--- src/rtl/match_round_controller.sv ---
// Phase sequencer for a best-of-N fighting match: round reset, countdown, fight, scoring.
// Optional pause support is compiled in with `define PAUSE_EN.
//
// state       | meaning
// S_IDLE      | waiting for start, round_reset held high
// S_RESET     | round_reset pulse to physics/health blocks
// S_COUNTDOWN | pre-fight countdown, inputs gated
// S_FIGHT     | inputs live, clock running, health watched on ticks
// S_ROUND_END | dwell after a round result
// S_MATCH_END | final scene frozen until start
// S_PAUSED    | fight frozen (PAUSE_EN builds only)
module match_round_controller #(
  parameter int unsigned ROUNDS_TO_WIN   = 2,
  parameter int unsigned COUNTDOWN_TICKS = 60,
  parameter int unsigned ROUND_TICKS     = 1200,
  parameter int unsigned END_HOLD_TICKS  = 40,
  parameter int unsigned RESET_TICKS     = 2
) (
  input  logic        clk,
  input  logic        reset_n,
  input  logic        tick,
  input  logic        start_btn,
  input  logic        pause_btn,
  input  logic [8:0]  health_1,
  input  logic [8:0]  health_2,
  output logic        round_reset,
  output logic        input_enable,
  output logic [2:0]  phase,
  output logic [3:0]  countdown,
  output logic [10:0] time_left,
  output logic [1:0]  p1_rounds,
  output logic [1:0]  p2_rounds,
  output logic [1:0]  round_winner,
  output logic [1:0]  match_winner
);

  typedef enum logic [2:0] {
    S_IDLE      = 3'd0,
    S_RESET     = 3'd1,
    S_COUNTDOWN = 3'd2,
    S_FIGHT     = 3'd3,
    S_ROUND_END = 3'd4,
    S_MATCH_END = 3'd5,
    S_PAUSED    = 3'd6
  } state_t;

  localparam logic [1:0] WIN       = 2'(ROUNDS_TO_WIN);
  localparam logic [1:0] RES_NONE  = 2'd0;
  localparam logic [1:0] RES_P1    = 2'd1;
  localparam logic [1:0] RES_P2    = 2'd2;
  localparam logic [1:0] RES_DRAW  = 2'd3;

  state_t      state_q, state_d;
  logic [10:0] cnt_q, cnt_d;
  logic [10:0] time_left_q, time_left_d;
  logic [1:0]  p1_q, p1_d, p2_q, p2_d;
  logic [1:0]  rw_q, rw_d, mw_q, mw_d;
  logic [3:0]  countdown_q, countdown_d;
  logic        round_reset_q, round_reset_d;
  logic        input_enable_q, input_enable_d;
  logic        start_prev_q;
  logic        start_edge, pause_edge;
  logic [10:0] time_dec;
  logic [1:0]  outcome;

  assign start_edge = start_btn & ~start_prev_q;

`ifdef PAUSE_EN
  logic pause_prev_q;
  assign pause_edge = pause_btn & ~pause_prev_q;
`else
  logic unused_pause;
  assign unused_pause = pause_btn;
  assign pause_edge   = 1'b0;
`endif

  always_comb begin
    state_d     = state_q;
    cnt_d       = cnt_q;
    time_left_d = time_left_q;
    p1_d        = p1_q;
    p2_d        = p2_q;
    rw_d        = rw_q;
    mw_d        = mw_q;
    outcome     = RES_NONE;
    time_dec    = (time_left_q == 11'd0) ? 11'd0 : time_left_q - 11'd1;

    case (state_q)
      S_IDLE: begin
        if (start_edge) begin
          state_d     = S_RESET;
          cnt_d       = 11'(RESET_TICKS);
          time_left_d = 11'(ROUND_TICKS);
          p1_d        = 2'd0;
          p2_d        = 2'd0;
          rw_d        = RES_NONE;
          mw_d        = RES_NONE;
        end
      end
      S_RESET: begin
        if (tick) begin
          if (cnt_q <= 11'd1) begin
            state_d = S_COUNTDOWN;
            cnt_d   = 11'(COUNTDOWN_TICKS);
          end else begin
            cnt_d = cnt_q - 11'd1;
          end
        end
      end
      S_COUNTDOWN: begin
        if (tick) begin
          if (cnt_q <= 11'd1) begin
            state_d = S_FIGHT;
            cnt_d   = 11'd0;
          end else begin
            cnt_d = cnt_q - 11'd1;
          end
        end
      end
      S_FIGHT: begin
        if (pause_edge) begin
          state_d = S_PAUSED;
        end else if (tick) begin
          time_left_d = time_dec;
          // Simultaneous KO is a draw; single KO beats the clock; timeout compares health.
          if (health_1 == 9'd0 && health_2 == 9'd0) outcome = RES_DRAW;
          else if (health_2 == 9'd0)                outcome = RES_P1;
          else if (health_1 == 9'd0)                outcome = RES_P2;
          else if (time_dec == 11'd0) begin
            if (health_1 > health_2)      outcome = RES_P1;
            else if (health_2 > health_1) outcome = RES_P2;
            else                          outcome = RES_DRAW;
          end
          if (outcome != RES_NONE) begin
            state_d = S_ROUND_END;
            cnt_d   = 11'(END_HOLD_TICKS);
            rw_d    = outcome;
            if (outcome == RES_P1 && p1_q != 2'd3) p1_d = p1_q + 2'd1;
            if (outcome == RES_P2 && p2_q != 2'd3) p2_d = p2_q + 2'd1;
          end
        end
      end
      S_ROUND_END: begin
        if (tick) begin
          if (cnt_q <= 11'd1) begin
            if (p1_q == WIN || p2_q == WIN) begin
              state_d = S_MATCH_END;
              mw_d    = (p1_q == WIN) ? RES_P1 : RES_P2;
            end else begin
              state_d     = S_RESET;
              cnt_d       = 11'(RESET_TICKS);
              time_left_d = 11'(ROUND_TICKS);
            end
          end else begin
            cnt_d = cnt_q - 11'd1;
          end
        end
      end
      S_MATCH_END: begin
        if (start_edge) state_d = S_IDLE;
      end
`ifdef PAUSE_EN
      S_PAUSED: begin
        if (pause_edge) state_d = S_FIGHT;
      end
`endif
      default: state_d = S_IDLE;
    endcase

    round_reset_d  = (state_d == S_IDLE) || (state_d == S_RESET);
    input_enable_d = (state_d == S_FIGHT);
    countdown_d    = (state_d == S_COUNTDOWN) ? 4'((12'(cnt_d) + 12'd19) / 12'd20) : 4'd0;
  end

  always_ff @(posedge clk or negedge reset_n) begin
    if (!reset_n) begin
      state_q        <= S_IDLE;
      cnt_q          <= 11'd0;
      time_left_q    <= 11'd0;
      p1_q           <= 2'd0;
      p2_q           <= 2'd0;
      rw_q           <= RES_NONE;
      mw_q           <= RES_NONE;
      countdown_q    <= 4'd0;
      round_reset_q  <= 1'b1;
      input_enable_q <= 1'b0;
      start_prev_q   <= 1'b0;
`ifdef PAUSE_EN
      pause_prev_q   <= 1'b0;
`endif
    end else begin
      state_q        <= state_d;
      cnt_q          <= cnt_d;
      time_left_q    <= time_left_d;
      p1_q           <= p1_d;
      p2_q           <= p2_d;
      rw_q           <= rw_d;
      mw_q           <= mw_d;
      countdown_q    <= countdown_d;
      round_reset_q  <= round_reset_d;
      input_enable_q <= input_enable_d;
      start_prev_q   <= start_btn;
`ifdef PAUSE_EN
      pause_prev_q   <= pause_btn;
`endif
    end
  end

  assign phase        = state_q;
  assign countdown    = countdown_q;
  assign time_left    = time_left_q;
  assign p1_rounds    = p1_q;
  assign p2_rounds    = p2_q;
  assign round_winner = rw_q;
  assign match_winner = mw_q;
  assign round_reset  = round_reset_q;
  assign input_enable = input_enable_q;

endmodule

--- config.mk ---
export PLATFORM = sky130hd
export DESIGN_NAME = match_round_controller
export DESIGN_NICKNAME = d
export VERILOG_FILES = /design/src/rtl/match_round_controller.sv
export SDC_FILE = /design/constraint.sdc
export NUM_CORES = 1
export LEC_CHECK = 0
export BUFFER_PORTS_ARGS = -buffer_cell sky130_fd_sc_hd__buf_2
export CORE_AREA = 2 2 110 112
export CTS_BUF_LIST = sky130_fd_sc_hd__clkbuf_4
export CTS_CLUSTER_DIAMETER = 60
export CTS_CLUSTER_SIZE = 12
export DETAILED_ROUTE_END_ITERATION = 10
export DIE_AREA = 0 0 112 114
export GPL_ROUTABILITY_DRIVEN = 0
export PLACE_DENSITY = 0.59
export SETUP_SLACK_MARGIN = 0.1
export SYNTH_ARGS = -nofsm -noshare
export SYNTH_HDL_FRONTEND = slang
export SYNTH_SLANG_ARGS = --single-unit
export TNS_END_PERCENT = 30
--- constraint.sdc ---
create_clock -name clk -period 4.4 [get_ports clk]
set_input_delay 0.22 -clock clk [delete_from_list [all_inputs] [get_ports clk]]
set_output_delay 0.22 -clock clk [all_outputs]
set_load 0.03 [all_outputs]
==> out/qor.yml, run 1 <==
clock_tree:
  numCtsBuffers: 5
  cts_tree: "yes"
  h-tree-depth: 2
  cts_sinks: 40
  clockBufferDepth: 2
  root_buffer: "clkbuf_4"
  clk_latency_ns: 0.37
  clk_pin_slew_ns: 0.12
logic_synthesis:
  yosysSeqAreaShare_pct: 25.1
  synth_top_family_by_area: "compound AO/OA/AOI/OAI gates"
  synth-seq-cells: 40
  synth_xor_area_share_pct: 4.11
  synthMuxAreaShare_pct: 1.29
  yosys_warnings: 0
  synthDistinctLibCells: 88
  synth_nets: 535
  syn-instance-count: 495
  async_reset_ff_share_pct: 100
  syn_avg_cell_area_um2: 8.06
  synth-simple-area-share_pct: 26.5
  synth_ff_type: "dfrtp_1"
  synth-edff-count: 0
  synth_compound_area_share_pct: 31.2
  synthAdderAreaFrac_pct: 6.09
  netlist_area_um2: 3990
timing:
  tightest_slew_ns: 0.992
  finalMaxSlewViolations: 0
  min_period_ns: 4.75
  rsz0062_at_grt: "true"
  fmax_mhz: 210
  min_period_over_period_pct: 108
  max-slew-margin-rel_pct: 33.6
  fin_skew_ns: 0.00535
  hold_ws_ns: 0.472
  worst_slack_ns: -0.354
  setup_viol: 4
  finalHoldViolCount: 0
drt:
  via_per_inst: 5.63
  drt_first_pass_iters: 7
  drc: 0
  wire_per_inst_um: 15.5
  ant_nets: 0
  vias: 4405
  drt_iter0_drc: 393
  drt_wl_total_um: 12100
cells_and_area:
  n_antenna_cell: 0
  fin_cells: 782
  layout_commonest_cell: "buf_4"
  drive_above_1_share_pct: 35.7
  nets: 674
  final_cell_mix: "104 x buf_4, 53 x nand2_1, 49 x buf_2, 38 x dfrtp_1, 35 x o21ai_0"
  final_core_util_pct: 45.4
  syn_to_final_growth_pct: 33.2
  fillers: 1142
grt:
  grt_max_degree: 41
  antenna_found_initial: 0
  grt_pass1_wl_um: 19800
  gr-total-overflow: 0
  first_global_vias: 4209
  grt_usage_pct: 18.7
critical_path:
  critical-path-slowest-cell: "or4_4"
  cp-start-kind: "flip-flop"
  r2r_end: "countdown[0]"
  r2r_slack_ns: -0.35
  crit_chain: "or4_4 > nor4b_4 > mux2i_2 > o211ai_4 > or3_4 > a211oi_4 > nand4_4 > or3b_4 > nand2_2 > buf_4 > a21oi_1 > a221o_2 > o31ai_2 > o32ai_2 > maj3_1 > mux2i_1 > a21oi_1"
  crit_required_ns: 4.66
  r2r_cells: 17
  reg2reg_from: "time_left[0]"
  worstPathArrival_ns: 5.02
  cp_slowest_stage_delay_ns: 0.57
  cpMostUsedCell: "a21oi_1"
  endpoint_kind: "flip-flop"
  crit_type: "flip-flop to flip-flop"
  cp_max_fo: 7
placement:
  dp_slack_ns: -0.466
  dpl.cell_count: 770
  port_buffers: 49
  dp_hpwl_um: 9460
pwr:
  powerDensity_nw_per_um2: 896
  vdd_ir_drop_max_uv: 428
  p_total_w: 0.00476
  p_leak_nw: 2.40
floorplanning:
  start_util_pct: 34.0
  die_w_um: 112
  core_area_um2: 11700
  dieArea_um2: 12800
  fp-row-count: 40
  die_h_um: 114
  io_pins: 51
run_status:
  status: "complete, but fails checks"
  violations: "negative setup slack"
min_path:
  hold_end: "phase[1]"
  worstHoldStart: "tick"
  hold_path.class: "input port to flip-flop"
  hold_depth: 4
run:
  cap_violations: 0
-- cells in the mapped netlist, types with 5 or more instances --
library cell,count,area share (%)
o211ai_1,7,1.3
dfrtp_1,39,24
o21ai_0,36,4.5
nor3b_1,5,0.94
nor2_1,33,3.1
o21ai_1,8,1.0
nand3_1,17,2.1
o31ai_1,7,1.3
inv_1,24,2.3
a21oi_1,30,3.8
ha_1,17,5.3
and3_1,6,0.94
a22oi_1,7,1.3
nor3_1,12,1.5
a31oi_1,11,1.7
xnor2_1,12,2.6
a21o_1,7,1.3
nor4_1,8,1.3
nand2_1,54,5.1
o21a_1,8,1.5
buf_2,6,0.75
clkbuf_1,12,1.1
-- worst max-delay path, delay by kind of cell, from the launching register on --
kind / cells / cell delay (ns)
AOI/OAI and AO/OA: 7 / 1.31
adders and majority gates: 1 / 0.36
buffers and inverters: 1 / 0.11
DFF: 1 / 0.45
muxes: 2 / 0.46
and+or+nand+nor: 6 / 1.96
-- metal layers --
metal | GRT usage, % | wire length [µm] | up-vias | share of wire [%]
li1 | - | - | 2138 | -
met1 | 22.1 | 5130 | 2126 | 42
met4 | 7.07 | 339 | 0 | 2.8
met3 | 2.18 | 443 | 27 | 3.7
met2 | 34.6 | 6170 | 114 | 51
met5 | 0 | 0 | - | 0
-- metrics by stage --
| stage | area (µm²) | setup TNS, ns |
|---|---|---|
| 2_1_floorplan | 4030 | -1.05 |
| 3_3_place_gp | 5100 | -0.859 |
| 3_5_place_dp | 5100 | -1.39 |
| 4_1_cts | 5220 | -1.00 |
| 5_1_grt | 5310 | -1.75 |
| 6_report | 5310 | -0.963 |
-- flip-flops by register name, summed over array words and instances (netlist names) --
name	flops
start_prev_q	1
countdown	4
cnt_q	11
phase	3
match_winner	2
round_winner	2
p2_rounds	2
p1_rounds	2
time_left	11
round_reset	1
input_enable	1
-- area by class of cell --
type                            instances  area [µm²]  share of cell area [%]
Clock buffer                            5        37.5                   0.707
Clock inverter                          3        18.8                   0.353
Inverter                               25        98.8                    1.86
Multi-Input combinational cell        406        2910                    54.8
Sequential cell                        40        1000                    18.9
Tap cell                              147         184                    3.46
Timing Repair Buffer                  156        1060                    19.9
-- where the power goes --
| part | switching, W | internal (W) | total [W] |
|---|---|---|---|
| Clock | 0.000132 | 0.0000602 | 0.000193 |
| Combinational | 0.00216 | 0.00182 | 0.00397 |
| Sequential | 0.000112 | 0.000481 | 0.000593 |
-- cell families after synthesis --
logic type / count (synthesis)
AND/OR/NAND/NOR: 188
AO/OA/AOI/OAI: 176
flip-flops: 40
adder cells (fa/ha/maj): 20
buffers and inverters: 49
XOR/XNOR: 17
multiplexers: 5
-- repair_timing --
item	4_1_cts	5_1_grt
buffers inserted	1	1
resized for setup	8	18
setup endpoints to repair	4	4
pin swaps	4	9
hold endpoints to repair	5	0
hold buffers	2	0
-- worst max-delay path by stage --
stage / from / endpoint / slack (ns) / cells after the start
after floorplan: time_left[2] / countdown[0] / -0.40 / 22
after global placement: time_left[1] / countdown[0] / -0.33 / 19
after detailed placement: time_left[1] / countdown[0] / -0.47 / 19
after CTS: time_left[0] / countdown[0] / -0.33 / 19
after global routing: time_left[0] / countdown[0] / -0.57 / 19
final: time_left[0] / countdown[0] / -0.35 / 17
Power figures use the tool's default switching activity.
==> inputs of run 2 (changes only) <==
--- a/config.mk
+++ b/config.mk
@@ -13,7 +13,6 @@
 export DETAILED_ROUTE_END_ITERATION = 10
 export DIE_AREA = 0 0 112 114
 export GPL_ROUTABILITY_DRIVEN = 0
-export PLACE_DENSITY = 0.59
 export SETUP_SLACK_MARGIN = 0.1
 export SYNTH_ARGS = -nofsm -noshare
 export SYNTH_HDL_FRONTEND = slang
==> out/qor.yml, run 2 (synthesis results as in run 1) <==
critical_path:
  crit_required_ns: 4.66  # about the same
  worstPathArrival_ns: 5.01  # was 5.02 ns
  cp-start-kind: "flip-flop"  # unchanged
  crit_type: "flip-flop to flip-flop"  # unchanged
  r2r_slack_ns: -0.35  # about the same
  cp_max_fo: 6  # was 7
  endpoint_kind: "flip-flop"  # unchanged
cells_and_area:
  fillers: 1151  # was 1142
  final_cell_mix: "108 x buf_4, 54 x nand2_1, 49 x buf_2, 38 x dfrtp_1, 34 x o21ai_0"  # was 104 x buf_4, 53 x nand2_1, 49 x buf_2, 38 x dfrtp_1, 35 x o21ai_0
  final_core_util_pct: 45.8  # was 45.4%
  syn_to_final_growth_pct: 34.6  # was 33.2%
  layout_commonest_cell: "buf_4"  # unchanged
  drive_above_1_share_pct: 36.3  # was 35.7%
  n_antenna_cell: 0  # unchanged
  nets: 678  # was 674
grt:
  met2_usage_pct: 34.6  # unchanged
  antenna_found_initial: 0  # unchanged
  grt_max_degree: 41  # unchanged
  gr-total-overflow: 0  # unchanged
  met3_usage_pct: 2.23  # was 2.18%
  first_global_vias: 4323  # was 4209
  grt_pass1_wl_um: 20000  # was 19800 µm
  grt.busiest_layer: "met2"  # unchanged
  grt_usage_pct: 18.8  # was 18.7%
  met1_usage_pct: 22.7  # was 22.1%
pwr:
  switching_power_w: 0.00243  # was 0.00240 W
  p_clk_share_pct: 5.2  # was 4.0%
  p_comb_share_pct: 82.8  # was 83.5%
  intPower_w: 0.00247  # was 0.00236 W
  powerDensity_nw_per_um2: 913  # was 896 nW/µm²
  p_leak_nw: 2.44  # was 2.40 nW
  p_sw_share_pct: 49.6  # was 50.4%
  pwr-share-seq_pct: 12.0  # was 12.5%
  vdd_ir_drop_max_uv: 526  # was 428 µV
clock_tree:
  numCtsBuffers: 5  # unchanged
  clockBufferDepth: 2  # unchanged
  clk_pin_slew_ns: 0.13  # was 0.12 ns
  cts_sinks: 40  # unchanged
  clk_latency_ns: 0.36  # was 0.37 ns
  h-tree-depth: 2  # unchanged
  root_buffer: "clkbuf_4"  # unchanged
  cts_tree: "yes"  # unchanged
placement:
  port_buffers: 49  # unchanged
  dp_hpwl_um: 9420  # was 9460 µm
drt:
  drt_first_pass_iters: 5  # was 7
  ant_nets: 0  # unchanged
  vias: 4416  # was 4405
  wire_per_inst_um: 15.7  # was 15.5 µm
  drc: 0  # unchanged
  drt_wl_total_um: 12300  # was 12100 µm
  drt_iter0_drc: 383  # was 393
  via_per_inst: 5.62  # was 5.63
floorplanning:
  start_util_pct: 34.0  # unchanged
  dieArea_um2: 12800  # unchanged
  fp-row-count: 40  # unchanged
  io_pins: 51  # unchanged
  die_w_um: 112  # unchanged
  core_area_um2: 11700  # unchanged
  die_h_um: 114  # unchanged
timing:
  finalMaxSlewViolations: 0  # unchanged
  tightest_slew_ns: 0.942  # was 0.992 ns
  fmax_mhz: 210  # about the same
  worst_slack_ns: -0.354  # about the same
  hold_ws_ns: -0.0136  # was 0.472 ns
  max-slew-margin-rel_pct: 37.2  # was 33.6%
  finalHoldViolCount: 15  # was 0
  fin_skew_ns: 0.00828  # was 0.00535 ns
  min_period_over_period_pct: 108  # about the same
  rsz0062_at_grt: "true"  # unchanged
  setup_viol: 4  # unchanged
  min_period_ns: 4.75  # about the same
run:
  cap_violations: 0  # unchanged
run_status:
  status: "complete, but fails checks"  # unchanged
  violations: "negative hold slack, negative setup slack"  # was negative setup slack
min_path:
  hold_path.class: "input port to asynchronous set/reset pin"  # was input port to flip-flop
## run 2: cell count changes in the layout (fill, tap and decap cells not counted), moves of 2 or more
cell	delta
mux2i_2	-2
a31o_4	+2
or2_1	-2
mux2i_1	+2
nor3b_2	+2
a31o_2	-2
clkinvlp_4	-2
buf_4	+4
or2_4	+2
## run 2: path summary, 6_finish.rpt
kind / start / to / cells after the start
worst max-delay path: time_left[2] / countdown[0] / 18
worst min-delay path: reset_n / round_winner[0] / 1
worst max register to register: time_left[2] / countdown[0] / 18
worst min register to register: round_winner[1] / round_winner[1] / 2
max in group asynchronous: reset_n / time_left[2] / 1
min in group clk: tick / phase[1] / 4
## run 2: power by group through the flow
stage / logic, W / registers, W / clock network [W]
floorplan: 0.00229 / 0.000707 / 0
global placement: 0.00368 / 0.000589 / 0
detailed placement: 0.00373 / 0.000592 / 0
CTS: 0.00381 / 0.000585 / 0.000265
global route: 0.00439 / 0.000601 / 0.000281
finish: 0.00405 / 0.000588 / 0.000256
## run 2: what timing repair did
item                                    in CTS  in global routing
setup buffers                                4                  8
endpoints found under the setup margin       4                  4
pin swaps                                    8                 10
hold endpoints to repair                     1                  0
hold buffers                                 1                  0
resized for setup                            8                 18
## run 2: cell type report
type	instances	area [µm²]	share of cell area, %
Clock buffer	6	45.0	0.839
Clock inverter	2	35.0	0.653
Inverter	25	98.8	1.84
Multi-Input combinational cell	406	2910	54.3
Sequential cell	40	1000	18.7
Tap cell	147	184	3.43
Timing Repair Buffer	160	1090	20.3
## run 2: through the flow
step / TNS, ns / worst slack (ns) / std cells / total power [W] / cell area [µm²]
CTS: -0.862 / -0.325 / 778 / 0.00466 / 5220
floorplan: -1.05 / -0.405 / 495 / 0.00300 / 4030
global route: -1.69 / -0.579 / 786 / 0.00527 / 5370
detailed placement: -1.04 / -0.388 / 765 / 0.00432 / 5060
global placement: -0.655 / -0.286 / 765 / 0.00427 / 5060
finish: -0.896 / -0.354 / 786 / 0.00490 / 5370
## run 2: per-layer routing
| layer | vias to the layer above | wire (µm) |
|---|---|---|
| met5 | - | 0 |
| met4 | 0 | 298 |
| met3 | 31 | 628 |
| met2 | 143 | 6330 |
| met1 | 2093 | 5070 |
| li1 | 2149 | - |
## run 2: critical path, stage by stage, from the launching register on
cell      delay [ns]
dfrtp_2         0.43
or4_4           0.58
nor4b_4         0.24
mux2i_1         0.28
o211ai_2        0.20
buf_4           0.18
buf_4           0.13
buf_4           0.13
or2_4           0.27
a31o_4          0.25
buf_4           0.16
o211ai_1        0.38
a21oi_1         0.14
a221o_2         0.45
o31a_1          0.30
o21ai_1         0.08
a221o_1         0.17
mux2i_1         0.19
a21oi_1         0.08
==> inputs of run 3 (changes only) <==
--- a/config.mk
+++ b/config.mk
@@ -13,6 +13,8 @@
 export DETAILED_ROUTE_END_ITERATION = 10
 export DIE_AREA = 0 0 112 114
 export GPL_ROUTABILITY_DRIVEN = 0
+export GPL_TIMING_DRIVEN = 1
+export PLACE_DENSITY = 0.63
 export SETUP_SLACK_MARGIN = 0.1
 export SYNTH_ARGS = -nofsm -noshare
 export SYNTH_HDL_FRONTEND = slang
==> out/qor.yml, run 3 (synthesis results as in run 1) <==
run_status:
  status: "complete, but fails checks"  # unchanged
  violations: "negative hold slack, negative setup slack"  # unchanged
timing:
  tightest_slew_ns: 0.951  # was 0.942 ns
  finalHoldViolCount: 19  # was 15
  max-slew-margin-rel_pct: 36.3  # was 37.2%
  setup_viol: 4  # unchanged
  min_period_over_period_pct: 107  # was 108%
  hold_ws_ns: -0.0184  # was -0.0136 ns
  min_period_ns: 4.71  # was 4.75 ns
  worst_slack_ns: -0.311  # was -0.354 ns
  finalMaxSlewViolations: 0  # unchanged
  fin_skew_ns: 0.0189  # was 0.00828 ns
  fmax_mhz: 212  # was 210 MHz
  rsz0062_at_grt: "true"  # unchanged
grt:
  first_global_vias: 4311  # was 4323
  grt_usage_pct: 19.1  # was 18.8%
  gr-total-overflow: 0  # unchanged
  grt_pass1_wl_um: 20500  # was 20000 µm
  antenna_found_initial: 0  # unchanged
  grt_max_degree: 41  # unchanged
critical_path:
  crit_type: "flip-flop to flip-flop"  # unchanged
  cp_max_fo: 6  # unchanged
  cp_slowest_stage_delay_ns: 0.58  # about the same
  r2r_cells: 16  # was 18
  crit_chain: "or4_4 > nor4_4 > mux2i_2 > o211ai_4 > o41ai_4 > o211ai_1 > a21o_1 > a21oi_2 > or3b_4 > a32oi_2 > nand2_1 > a311oi_2 > o32ai_2 > maj3_2 > mux2i_1 > a21oi_1"  # was or4_4 > nor4b_4 > mux2i_1 > o211ai_2 > buf_4 > buf_4 > buf_4 > or2_4 > a31o_4 > buf_4 > o211ai_1 > a21oi_1 > a221o_2 > o31a_1 > o21ai_1 > a221o_1 > mux2i_1 > a21oi_1
  reg2reg_from: "time_left[0]"  # was time_left[2]
  critical-path-slowest-cell: "or4_4"  # unchanged
  r2r_end: "countdown[0]"  # unchanged
  r2r_slack_ns: -0.31  # was -0.35 ns
  cp-start-kind: "flip-flop"  # unchanged
  cp.buffers_inverters: 0  # was 4
  cp_top_family: "compound AO/OA/AOI/OAI gates"  # unchanged
  endpoint_kind: "flip-flop"  # unchanged
  crit_required_ns: 4.65  # was 4.66 ns
  worstPathArrival_ns: 4.97  # was 5.01 ns
drt:
  drt_first_pass_iters: 5  # unchanged
  drc: 0  # unchanged
  via_per_inst: 5.61  # was 5.62
  wire_per_inst_um: 15.4  # was 15.7 µm
  ant_nets: 0  # unchanged
  drt_iter0_drc: 331  # was 383
  vias: 4388  # was 4416
  drt_wl_total_um: 12000  # was 12300 µm
clock_tree:
  h-tree-depth: 2  # unchanged
  cts_sinks: 40  # unchanged
  clk_latency_ns: 0.37  # was 0.36 ns
  root_buffer: "clkbuf_4"  # unchanged
  numCtsBuffers: 5  # unchanged
  cts_tree: "yes"  # unchanged
  clk_pin_slew_ns: 0.14  # was 0.13 ns
  clockBufferDepth: 2  # unchanged
pwr:
  switching_power_w: 0.00240  # was 0.00243 W
  intPower_w: 0.00244  # was 0.00247 W
  vdd_ir_drop_max_uv: 547  # was 526 µV
  p_clk_share_pct: 5.2  # about the same
  p_comb_share_pct: 82.5  # was 82.8%
  powerDensity_nw_per_um2: 903  # was 913 nW/µm²
  p_sw_share_pct: 49.6  # about the same
  p_leak_nw: 2.43  # was 2.44 nW
  pwr-share-seq_pct: 12.3  # was 12.0%
run:
  cap_violations: 0  # unchanged
cells_and_area:
  fin_cells: 782  # was 786
  final_core_util_pct: 45.7  # was 45.8%
  nets: 674  # was 678
  syn_to_final_growth_pct: 34.2  # was 34.6%
  layout_commonest_cell: "buf_4"  # unchanged
  final_cell_mix: "103 x buf_4, 54 x nand2_1, 49 x buf_2, 38 x dfrtp_1, 34 x o21ai_0"  # was 108 x buf_4, 54 x nand2_1, 49 x buf_2, 38 x dfrtp_1, 34 x o21ai_0
  n_antenna_cell: 0  # unchanged
  fillers: 1123  # was 1151
  drive_above_1_share_pct: 35.9  # was 36.3%
floorplanning:
  start_util_pct: 34.0  # unchanged
  io_pins: 51  # unchanged
  core_area_um2: 11700  # unchanged
  dieArea_um2: 12800  # unchanged
  die_w_um: 112  # unchanged
  die_h_um: 114  # unchanged
  fp-row-count: 40  # unchanged
placement:
  dpl.cell_count: 764  # was 765
  port_buffers: 49  # unchanged
  dp_hpwl_um: 9410  # was 9420 µm
min_path:
  hold_path.class: "input port to asynchronous set/reset pin"  # unchanged
-- run 3: what timing repair did --
action,in CTS,in global routing
pin swaps,4,10
setup endpoints to repair,4,4
gates resized for setup,19,9
endpoints found under the hold margin,1,0
setup buffers,6,3
hold buffers,1,0
-- run 3: worst max path at each step --
| stage | endpoint | start | cells past startpoint | slack, ns |
|---|---|---|---|---|
| final | countdown[0] | time_left[0] | 16 | -0.31 |
| after detailed placement | countdown[0] | time_left[0] | 16 | -0.41 |
| after global placement | countdown[0] | time_left[1] | 16 | -0.27 |
| after CTS | countdown[1] | time_left[0] | 18 | -0.28 |
| after floorplan | countdown[0] | time_left[2] | 22 | -0.40 |
| after global routing | countdown[0] | time_left[1] | 17 | -0.53 |
-- run 3: metrics by stage --
stage,total power (W),hold WS (ns),worst slack (ns),instance area [µm²],TNS [ns]
floorplan,0.00300,-0.0756,-0.405,4030,-1.05
global placement,0.00426,0.355,-0.269,5070,-0.710
detailed placement,0.00432,0.359,-0.408,5070,-1.25
CTS,0.00473,0.0229,-0.284,5290,-0.927
global route,0.00525,0.0547,-0.526,5350,-1.63
finish,0.00483,-0.0184,-0.311,5350,-0.927
-- run 3: metal layers --
layer  share of wire, %  GRT usage (%)
met1                 43           23.5
met2                 51           35.5
met3                4.1           2.44
met4                2.0           5.04
met5                  0              0
-- run 3: worst reg2reg max path, cell delays in order, from the launching register on --
cell,delay [ns]
dfrtp_1,0.45
or4_4,0.58
nor4_4,0.20
mux2i_2,0.37
o211ai_4,0.18
o41ai_4,0.41
o211ai_1,0.18
a21o_1,0.25
a21oi_2,0.15
or3b_4,0.43
a32oi_2,0.29
nand2_1,0.12
a311oi_2,0.31
o32ai_2,0.14
maj3_2,0.32
mux2i_1,0.14
a21oi_1,0.08
-- run 3: layout make-up --
cell class	count	area (µm²)	area share, %
clock buffer	5	37.5	0.702
clock inverter	3	42.5	0.795
inverter	25	98.8	1.85
multi-input combinational	406	2910	54.4
sequential	40	1000	18.8
tap	147	184	3.44
timing repair buffer	156	1070	20.0
-- run 3: power by group through the flow --
stage	Sequential (W)	Combinational, W	Clock (W)
finish	0.000594	0.00399	0.000252
detailed placement	0.000598	0.00372	0
global route	0.000610	0.00437	0.000274
global placement	0.000595	0.00367	0
floorplan	0.000707	0.00229	0
CTS	0.000591	0.00388	0.000257
